## config.mk

```make
export PLATFORM = sky130hd
export DESIGN_NAME = move_dispatch
export DESIGN_NICKNAME = d
export VERILOG_FILES = /design/src/rtl/move_dispatch.sv
export SDC_FILE = /design/constraint.sdc
export NUM_CORES = 1
export LEC_CHECK = 0
export ABC_AREA = 0
export BUFFER_PORTS_ARGS = -buffer_cell sky130_fd_sc_hd__buf_2
export CAP_MARGIN = 20
export CORE_AREA = 2 2 225 227
export DETAILED_ROUTE_END_ITERATION = 10
export DIE_AREA = 0 0 227 229
export SKIP_CTS_REPAIR_TIMING = 1
export SLEW_MARGIN = 0
export SYNTH_ARGS = -nofsm -noshare
export SYNTH_HDL_FRONTEND = slang
export SYNTH_SLANG_ARGS = --single-unit
```

## constraint.sdc

```tcl
create_clock -name clk -period 3.4 [get_ports clk]
set_input_delay 0.17 -clock clk [delete_from_list [all_inputs] [get_ports clk]]
set_output_delay 0.17 -clock clk [all_outputs]
set_load 0.02 [all_outputs]
```

## src/rtl/move_dispatch.sv

```systemverilog
// move_dispatch: accepts one move request, snapshots the board, runs legality
// prechecks, starts the matching per-piece checker and returns one verdict.
module move_dispatch #(
    parameter int         TIMEOUT_CYCLES = 64,
    parameter logic [3:0] EMPTY_CODE     = 4'd15
) (
    input  logic                 clk,
    input  logic                 reset_n,
    input  logic                 req_valid,
    output logic                 req_ready,
    input  logic [2:0]           old_x,
    input  logic [2:0]           old_y,
    input  logic [2:0]           new_x,
    input  logic [2:0]           new_y,
    input  logic                 player,
    input  logic [7:0][7:0][3:0] board_in,
    output logic [2:0]           chk_old_x,
    output logic [2:0]           chk_old_y,
    output logic [2:0]           chk_new_x,
    output logic [2:0]           chk_new_y,
    output logic [2:0]           chk_h_delta,
    output logic [2:0]           chk_v_delta,
    output logic                 chk_fwd,
    output logic [3:0]           chk_piece_type,
    output logic [7:0][7:0][3:0] chk_board,
    output logic [5:0]           chk_valid_input,
    input  logic [5:0]           chk_valid_move,
    input  logic [5:0]           chk_valid_output,
    output logic                 rsp_valid,
    output logic                 rsp_legal,
    output logic [1:0]           rsp_err
);
    localparam int            CW       = (TIMEOUT_CYCLES > 2) ? $clog2(TIMEOUT_CYCLES) : 1;
    localparam logic [CW-1:0] CNT_LAST = CW'(TIMEOUT_CYCLES - 1);

    typedef enum logic [2:0] {IDLE, PRECHECK, DISPATCH, WAIT, DONE} state_e;

    state_e                 state_q, state_d;
    logic [2:0]             oldX_q, oldY_q, newX_q, newY_q;
    logic [2:0]             hDelta_q, vDelta_q;
    logic                   fwd_q, player_q;
    logic [3:0]             pieceType_q;
    logic [7:0][7:0][3:0]   board_q;
    logic [CW-1:0]          cnt_q, cnt_d;
    logic                   verdictLegal_q, verdictLegal_d;
    logic [1:0]             verdictErr_q, verdictErr_d;
    logic [5:0]             validIn_q;
    logic                   rspValid_q, rspLegal_q;
    logic [1:0]             rspErr_q;

    logic                   accept;
    logic [2:0]             idx;
    logic [3:0]             dstCode;
    logic [7:0]             doneVec, moveVec, oneHot;

    // Codes 6, 7 and 14 carry no piece, same as the dedicated empty code.
    function automatic logic isEmpty(input logic [3:0] code);
        return (code == EMPTY_CODE) || (code[2:1] == 2'b11);
    endfunction

    function automatic logic [2:0] absDiff(input logic [2:0] a, input logic [2:0] b);
        return (a >= b) ? (a - b) : (b - a);
    endfunction

    assign req_ready = (state_q == IDLE);
    assign accept    = req_valid && (state_q == IDLE);
    assign idx       = pieceType_q[2:0];
    assign dstCode   = board_q[newY_q][newX_q];
    assign doneVec   = {2'b00, chk_valid_output};
    assign moveVec   = {2'b00, chk_valid_move};
    assign oneHot    = 8'd1 << idx;

    always_comb begin
        state_d        = state_q;
        cnt_d          = cnt_q;
        verdictLegal_d = verdictLegal_q;
        verdictErr_d   = verdictErr_q;
        unique case (state_q)
            IDLE: begin
                if (req_valid) state_d = PRECHECK;
            end
            PRECHECK: begin
                if (isEmpty(pieceType_q) || (pieceType_q[3] != player_q)) begin
                    verdictLegal_d = 1'b0;
                    verdictErr_d   = 2'd1;
                    state_d        = DONE;
                end else if ((oldX_q == newX_q) && (oldY_q == newY_q)) begin
                    verdictLegal_d = 1'b0;
                    verdictErr_d   = 2'd2;
                    state_d        = DONE;
                end else if (!isEmpty(dstCode) && (dstCode[3] == player_q)) begin
                    verdictLegal_d = 1'b0;
                    verdictErr_d   = 2'd2;
                    state_d        = DONE;
                end else begin
                    state_d = DISPATCH;
                end
            end
            DISPATCH: begin
                cnt_d   = '0;
                state_d = WAIT;
            end
            WAIT: begin
                // A done arriving in the last allowed cycle still wins over the timeout.
                if (doneVec[idx]) begin
                    verdictLegal_d = moveVec[idx];
                    verdictErr_d   = 2'd0;
                    state_d        = DONE;
                end else if (cnt_q == CNT_LAST) begin
                    verdictLegal_d = 1'b0;
                    verdictErr_d   = 2'd3;
                    state_d        = DONE;
                end else begin
                    cnt_d = cnt_q + CW'(1);
                end
            end
            DONE: begin
                state_d = IDLE;
            end
            default: begin
                state_d = IDLE;
            end
        endcase
    end

    always_ff @(posedge clk or negedge reset_n) begin
        if (!reset_n) begin
            state_q        <= IDLE;
            cnt_q          <= '0;
            verdictLegal_q <= 1'b0;
            verdictErr_q   <= 2'd0;
            oldX_q         <= '0;
            oldY_q         <= '0;
            newX_q         <= '0;
            newY_q         <= '0;
            hDelta_q       <= '0;
            vDelta_q       <= '0;
            fwd_q          <= 1'b0;
            player_q       <= 1'b0;
            pieceType_q    <= EMPTY_CODE;
            board_q        <= '0;
            validIn_q      <= '0;
            rspValid_q     <= 1'b0;
            rspLegal_q     <= 1'b0;
            rspErr_q       <= 2'd0;
        end else begin
            state_q        <= state_d;
            cnt_q          <= cnt_d;
            verdictLegal_q <= verdictLegal_d;
            verdictErr_q   <= verdictErr_d;
            if (accept) begin
                oldX_q      <= old_x;
                oldY_q      <= old_y;
                newX_q      <= new_x;
                newY_q      <= new_y;
                hDelta_q    <= absDiff(new_x, old_x);
                vDelta_q    <= absDiff(new_y, old_y);
                fwd_q       <= (new_y < old_y);
                player_q    <= player;
                pieceType_q <= board_in[old_y][old_x];
                board_q     <= board_in;
            end
            validIn_q  <= (state_d == DISPATCH) ? oneHot[5:0] : 6'd0;
            // The verdict is published one cycle after DONE so it leaves from flops only.
            rspValid_q <= (state_q == DONE);
            if (state_q == DONE) begin
                rspLegal_q <= verdictLegal_q;
                rspErr_q   <= verdictErr_q;
            end
        end
    end

    assign chk_old_x       = oldX_q;
    assign chk_old_y       = oldY_q;
    assign chk_new_x       = newX_q;
    assign chk_new_y       = newY_q;
    assign chk_h_delta     = hDelta_q;
    assign chk_v_delta     = vDelta_q;
    assign chk_fwd         = fwd_q;
    assign chk_piece_type  = pieceType_q;
    assign chk_board       = board_q;
    assign chk_valid_input = validIn_q;
    assign rsp_valid       = rspValid_q;
    assign rsp_legal       = rspLegal_q;
    assign rsp_err         = rspErr_q;
endmodule

```

==> run_results.csv, run 1 <==
group,metric,value,unit
setup_path,worstReg2RegStart,"chk_new_y[0]$_DFFE_PN0P_",
sta,finalCritPeriodShare,88.4,%
grt,overflow,0,
floorplan,die_h,229,um
synth,ys_ff_latch,302,
sta,skew,0.0120,ns
setup_path,slowest_stage,"dfrtp_4",
final_layout,final_area,22800,um^2
setup_path,r2r_slack,0.39,ns
floorplan,start_util,30.8,%
synth,synth_xor_area_share,0.688,%
final_layout,drive_gt1_share,31.6,%
place,dpl_cell_area,18900,um^2
synth,ys_types,64,
synth,synth_edf_count,0,
route,initialDrtViolationCount,1016,
min_path,hold_depth,3,
synth,synthMuxAreaShare,15.9,%
floorplan,die_w,227,um
sta,relSlewSlack,43.3,%
power_and_ir_drop,peakVddDrop,0.000475,V
grt,antenna_found_initial,5,
cts,clock_sinks,302,
synth,netlist_area,15300,um^2
setup_path,crit_arrival,3.44,ns
power_and_ir_drop,leakage,11.7,nW
cts,cts_tree,"yes",
floorplan,core-area,49700,um^2
final_layout,fin_nets,2712,
route,ant_nets,0,
place,portBuffers,573,
sta,tightest_slew,0.850,ns
setup_path,max_stage_delay,0.73,ns
sta,hold_viol,0,
synth,synthArstFlopShare,100,%
cts,clock_latency,0.54,ns
status,outcome,"complete, no violations",
setup_path,cp.required,3.83,ns
min_path,min_to,"chk_new_x[1]$_DFFE_PN0P_",
synth,synth_compound_area_share,4.75,%
setup_path,critPathTopFamily,"compound AO/OA/AOI/OAI gates",
grt,grt_pass1_wl,95.0,mm
synth,synth_top_family_by_area,"simple AND/OR/NAND/NOR gates",
synth,ys_seq_area_share,49.5,%
cts,cts_htree_levels,2,
floorplan,ios,574,
synth,avgSynthCellArea,9.42,um^2
setup_path,path_class,"reg -> reg",
sta,fmax,0.333,GHz
synth,yosys.area.top_type_share,48.8,%
setup_path,rr_worst_depth,8,
min_path,min_from,"new_x[1]",
setup_path,path_buf_inv,0,
cts,cts-buffers-inserted,37,
synth,synth_adder_area_share,1.26,%
min_path,min_path_type,"in -> reg",
power_and_ir_drop,fin_total_pwr,20.7,mW
floorplan,dieArea,52000,um^2
grt,grt_max_degree,158,
setup_path,critPathLaunchType,"flip-flop",
grt,grt_pass1_vias,14600,
final_layout,n_fill_cell,4696,
sta,final.setup.tns,0,ns
final_layout,syn_to_final_growth,49.1,%
grt,grt_usage,24.9,%
route,viasPerCell,4.99,
power_and_ir_drop,p_per_area,909,nW/um^2
route,wl_per_cell,22.1,um
setup_path,cp_max_fo,35,
cts,cts_root_buf,"clkbuf_16",
synth,syn_nets,1919,
sta,setup_viol,0,
setup_path,endpoint_kind,"flip-flop",
setup_path,path_cells,"mux4_1 -> o211ai_1 -> and2_1 -> a311oi_1 -> a2111oi_4 -> a21oi_2 -> o21bai_2 -> mux2_4",
sta,drv_slew,0,
sta,rsz0062_at_grt,"false",
setup_path,r2r_end,"verdictErr_q[1]$_DFFE_PN0P_",
cts,clk_pin_slew,0.06,ns
route,post-route-drc-count,0,
synth,synthCells,1622,
synth,synth-simple-area-share,24.5,%
synth,synth_flop_cell,"dfrtp_1",
place,gp_congestion,0.916,
route,vias,15600,
synth,synth_top_area_cell,"dfrtp_1",
synth,synth_warnings,0,
place,hpwlAfterDp,50.7,mm
cts,clock_path_buffers,3,
run,maxCapViolations,0,
sta,min_period,3.01,ns
route,first_pass_iters,5,
synth,synthTopCellsByArea,"dfrtp_1 49%, nand2_1 21%, mux4_2 13%",
route,wl,69.0,mm
floorplan,row_count,82,
-- logic make-up (layout without fill, tap and decap cells) --
group	Yosys count	after routing
AND/OR/NAND/NOR	945	945
buffers and inverters	121	942
other	0	4
XOR/XNOR	12	12
adder cells (fa/ha/maj)	13	13
multiplexers	126	126
AO/OA/AOI/OAI	103	103
flip-flops	302	302
-- flip-flops by register name (all words and copies together), names as in the netlist --
name	flops
chk_old_x	3
rsp_err	2
chk_h_delta	3
verdictLegal_q	1
player_q	1
chk_fwd	1
state_q	3
chk_new_y	3
chk_piece_type	4
verdictErr_q	2
chk_new_x	3
chk_valid_input	6
rsp_valid	1
chk_board	256
chk_v_delta	3
chk_old_y	3
cnt_q	6
rsp_legal	1
-- layout make-up --
cell class | instances | area, um^2 | area share [%]
clock inverter | 13 | 148 | 0.648
multi-input combinational | 1199 | 7210 | 31.6
antenna | 4 | 10.0 | 0.0439
tap | 672 | 841 | 3.69
timing repair buffer | 858 | 5830 | 25.6
sequential | 302 | 7570 | 33.2
inverter | 17 | 63.8 | 0.280
clock buffer | 54 | 1110 | 4.88
-- cell usage in the layout (no fill, tap or decap), types with 3 or more instances in the layout --
cell type      synthesis  routed
nand2_1              846     845
buf_2                 13     570
dfrtp_1              298     295
dlygate4sd3_1          0     263
mux4_2                89      89
clkbuf_16              0      39
o21ai_0               37      37
nand3_1               34      34
mux2i_1               24      24
o211ai_1              20      20
nor2_1                15      15
inv_1                 15      15
buf_4                  3      12
buf_12                 0      12
nor2b_1               11      11
mux2_2                10      10
a22oi_1                9       9
ha_1                   9       9
clkinv_2               0       8
clkbuf_8               0       8
clkbuf_1              79       7
xnor2_1                6       6
xor2_1                 6       6
and3_1                 6       6
o2111ai_1              5       5
and2_1                 6       5
diode_2                0       4
nor3_1                 4       4
nand2b_1               4       4
a21oi_1                4       4
a21o_1                 4       4
fa_1                   4       4
dfstp_2                4       4
nand4_1                3       3
a22o_1                 3       3
nor3b_1                3       3
and4_1                 3       3
bufinv_16              0       3
-- metal layers --
metal	vias up	part of all wire (%)	track usage [%]
met3	205	7.6	6.49
met2	791	50	43.1
met1	7564	37	28.5
met5	-	0.048	0
li1	7001	-	-
met4	4	5.6	11.4
-- worst max path at each step --
| stage | cells after the start | to | slack [ns] | startpoint |
|---|---|---|---|---|
| detailed placement | 7 | verdictErr_q[1]$_DFFE_PN0P_ | 0.40 | chk_new_y[0]$_DFFE_PN0P_ |
| finish | 8 | verdictErr_q[1]$_DFFE_PN0P_ | 0.39 | chk_new_y[0]$_DFFE_PN0P_ |
| global route | 8 | verdictErr_q[1]$_DFFE_PN0P_ | 0.29 | chk_new_y[0]$_DFFE_PN0P_ |
| global placement | 7 | verdictErr_q[1]$_DFFE_PN0P_ | 0.43 | chk_new_y[0]$_DFFE_PN0P_ |
| CTS | 8 | verdictErr_q[1]$_DFFE_PN0P_ | 0.38 | chk_new_y[0]$_DFFE_PN0P_ |
| floorplan | 8 | cnt_q[5]$_DFFE_PN0P_ | 0.78 | chk_piece_type[0]$_DFFE_PN1P_ |
-- stage by stage --
step	hold WS, ns	std cells	setup slack, ns	util [%]
2_1_floorplan	-0.126	1622	0.780	-
3_3_place_gp	0.177	2785	0.427	38.0
3_5_place_dp	0.179	2785	0.402	38.0
4_1_cts	-0.413	2852	0.380	40.6
5_1_grt	0.0179	3117	0.286	45.9
6_report	0.00504	3119	0.393	45.9
-- worst register-to-register path: stages, from the launching register on --
cell	delay (ns)
dfrtp_4	0.73
mux4_1	0.67
o211ai_1	0.18
and2_1	0.17
a311oi_1	0.14
a2111oi_4	0.27
a21oi_2	0.14
o21bai_2	0.27
mux2_4	0.32
-- power by group --
part	internal (mW)	leakage (nW)	total, mW	switching, mW
combinational	3.29	7.36	9.60	6.31
clock	2.50	0.629	4.14	1.64
sequential	5.29	3.76	6.96	1.68
-- cells in the mapped netlist, types with 2 or more instances --
master and count:
xnor2_1 6, nor3b_1 3, o21ai_0 37, nor2b_1 11, o2111ai_1 5, buf_1 4, a211oi_1 2, a311oi_1 2
fa_1 4, nand4_1 3, o211ai_1 20, nand2_1 846, xor2_1 6, mux2i_1 24, a22oi_1 9, a311o_1 2
buf_4 3, and2_1 6, a22o_1 3, a21o_1 4, dfstp_2 4, buf_2 13, and3_1 6, mux2_2 10
dfrtp_1 298, nor3_1 4, and4_1 3, nand3b_1 2, nand3_1 34, clkbuf_1 79, nor4_1 2, a21oi_1 4
mux4_1 2, nor2_1 15, nand2b_1 4, mux4_2 89, ha_1 9, buf_6 4, inv_1 15
Note: power is estimated with default switching activity, not from simulation.
==> run 2, diff against run 1 <==
REMOVE_ABC_BUFFERS = 1   (was default)
SLEW_MARGIN = 20   (was 0)
==> run_results.csv, run 2 (synthesized netlist as in run 1, its figures left out) <==
group,metric,value,unit
sta,min_period,2.92,ns
grt,overflow,0,
min_path,min_path_type,"in -> reg",
grt,grt_max_degree,109,
power_and_ir_drop,fin_total_pwr,20.4,mW
final_layout,fin_util,45.9,%
final_layout,final_common_cell,"nand2_1",
setup_path,path_cells,"buf_12 -> mux2i_1 -> a31o_1 -> o32a_1 -> a311oi_1 -> a2111oi_4 -> a21oi_2 -> o21bai_2 -> mux2_4",
sta,drv_slew,0,
final_layout,final_cell_mix,"845 x nand2_1, 570 x buf_2, 295 x dfrtp_1, 261 x dlygate4sd3_1, 89 x mux4_2",
setup_path,slowest_stage,"dfrtp_2",
floorplan,start_util,30.8,%
setup_path,endpoint_kind,"flip-flop",
status,outcome,"complete, no violations",
route,ant_nets,0,
sta,fmax,0.342,GHz
sta,relSlewSlack,42.1,%
grt,grt_pass1_wl,91.9,mm
route,first_pass_iters,5,
final_layout,syn_to_final_growth,49.0,%
power_and_ir_drop,p_per_area,898,nW/um^2
sta,tightest_slew,0.869,ns
cts,clk_pin_slew,0.06,ns
sta,hold_viol,0,
grt,grt_usage,23.8,%
place,hpwlAfterDp,47.7,mm
cts,cts_root_buf,"clkbuf_16",
setup_path,cp_max_fo,48,
route,post-route-drc-count,0,
route,viasPerCell,4.94,
setup_path,path_class,"reg -> reg",
setup_path,path_buf_inv,1,
run,maxCapViolations,0,
sta,skew,0.0152,ns
cts,clock_path_buffers,3,
setup_path,critPathTopFamily,"compound AO/OA/AOI/OAI gates",
floorplan,ios,574,
sta,rsz0062_at_grt,"false",
sta,setup_viol,0,
floorplan,row_count,82,
route,wl_per_cell,21.2,um
setup_path,max_stage_delay,0.58,ns
floorplan,die_h,229,um
place,gp_congestion,0.946,
floorplan,core-area,49700,um^2
final_layout,fin_nets,2717,
sta,finalCritPeriodShare,86.0,%
cts,clock_latency,0.54,ns
setup_path,crit_arrival,3.35,ns
grt,antenna_found_initial,2,
power_and_ir_drop,leakage,11.7,nW
route,vias,15400,
route,wl,66.2,mm
final_layout,largest_reg_flops,256,
floorplan,die_w,227,um
final_layout,drive_gt1_share,31.8,%
cts,cts_tree,"yes",
route,initialDrtViolationCount,1225,
place,portBuffers,573,
setup_path,cp.required,3.82,ns
cts,cts_htree_levels,2,
floorplan,dieArea,52000,um^2
grt,grt_pass1_vias,14500,
cts,clock_sinks,302,
cts,cts-buffers-inserted,37,
setup_path,critPathLaunchType,"flip-flop",
power_and_ir_drop,peakVddDrop,0.000468,V
[run 2: final cells by class]
cell class	instances	area, um^2
clock inverter	12	150
antenna	1	2.50
clock buffer	51	1060
tap	672	841
timing repair buffer	863	5880
inverter	17	63.8
fill	4766	26900
multi-input combinational	1199	7210
sequential	302	7570
[run 2: where the power goes]
group / internal, mW / leakage (nW) / switching, mW / total (mW)
Clock: 2.40 / 0.588 / 1.61 / 4.01
Combinational: 3.30 / 7.39 / 6.22 / 9.52
Sequential: 5.29 / 3.76 / 1.63 / 6.92
[run 2: layer usage]
layer	track usage, %	vias to the layer above	part of all wire [%]
li1	-	6992	-
met2	39.0	742	49
met4	9.03	2	4.0
met3	5.34	168	7.1
met5	0	-	0.020
met1	30.6	7486	40
[run 2: stage by stage]
step / hold slack [ns] / instance area [um^2] / setup TNS (ns) / setup WS, ns / cells
floorplan: -0.126 / 14800 / -680.19 / -2.63 / 1518
global placement: 0.199 / 18900 / 0 / 0.514 / 2792
detailed placement: 0.198 / 18900 / 0 / 0.409 / 2792
CTS: -0.385 / 20100 / 0 / 0.401 / 2855
global route: 0.0201 / 22800 / 0 / 0.207 / 3117
finish: 0.00451 / 22800 / 0 / 0.477 / 3117
[run 2: path summary, 6_finish.rpt]
check | start | to | slack (ns) | cells past startpoint
min in group asynchronous | reset_n | rsp_valid$_DFF_PN0_ | 0.21 | 2
hold / removal | new_x[1] | chk_new_x[1]$_DFFE_PN0P_ | 0.005 | 3
hold reg to reg | chk_board[240]$_DFFE_PN0P_ | chk_board[240]$_DFFE_PN0P_ | 0.47 | 2
max in group asynchronous | reset_n | chk_piece_type[3]$_DFFE_PN1P_ | 2.21 | 3
setup reg to reg | chk_new_y[0]$_DFFE_PN0P_ | verdictErr_q[1]$_DFFE_PN0P_ | 0.48 | 9
setup / recovery | chk_new_y[0]$_DFFE_PN0P_ | verdictErr_q[1]$_DFFE_PN0P_ | 0.48 | 9
[run 2: worst register-to-register path, stage by stage, from the launching register on]
cell	delay, ns
dfrtp_2	0.58
buf_12	0.30
mux2i_1	0.13
a31o_1	0.23
o32a_1	0.30
a311oi_1	0.45
a2111oi_4	0.08
a21oi_2	0.26
o21bai_2	0.16
mux2_4	0.32
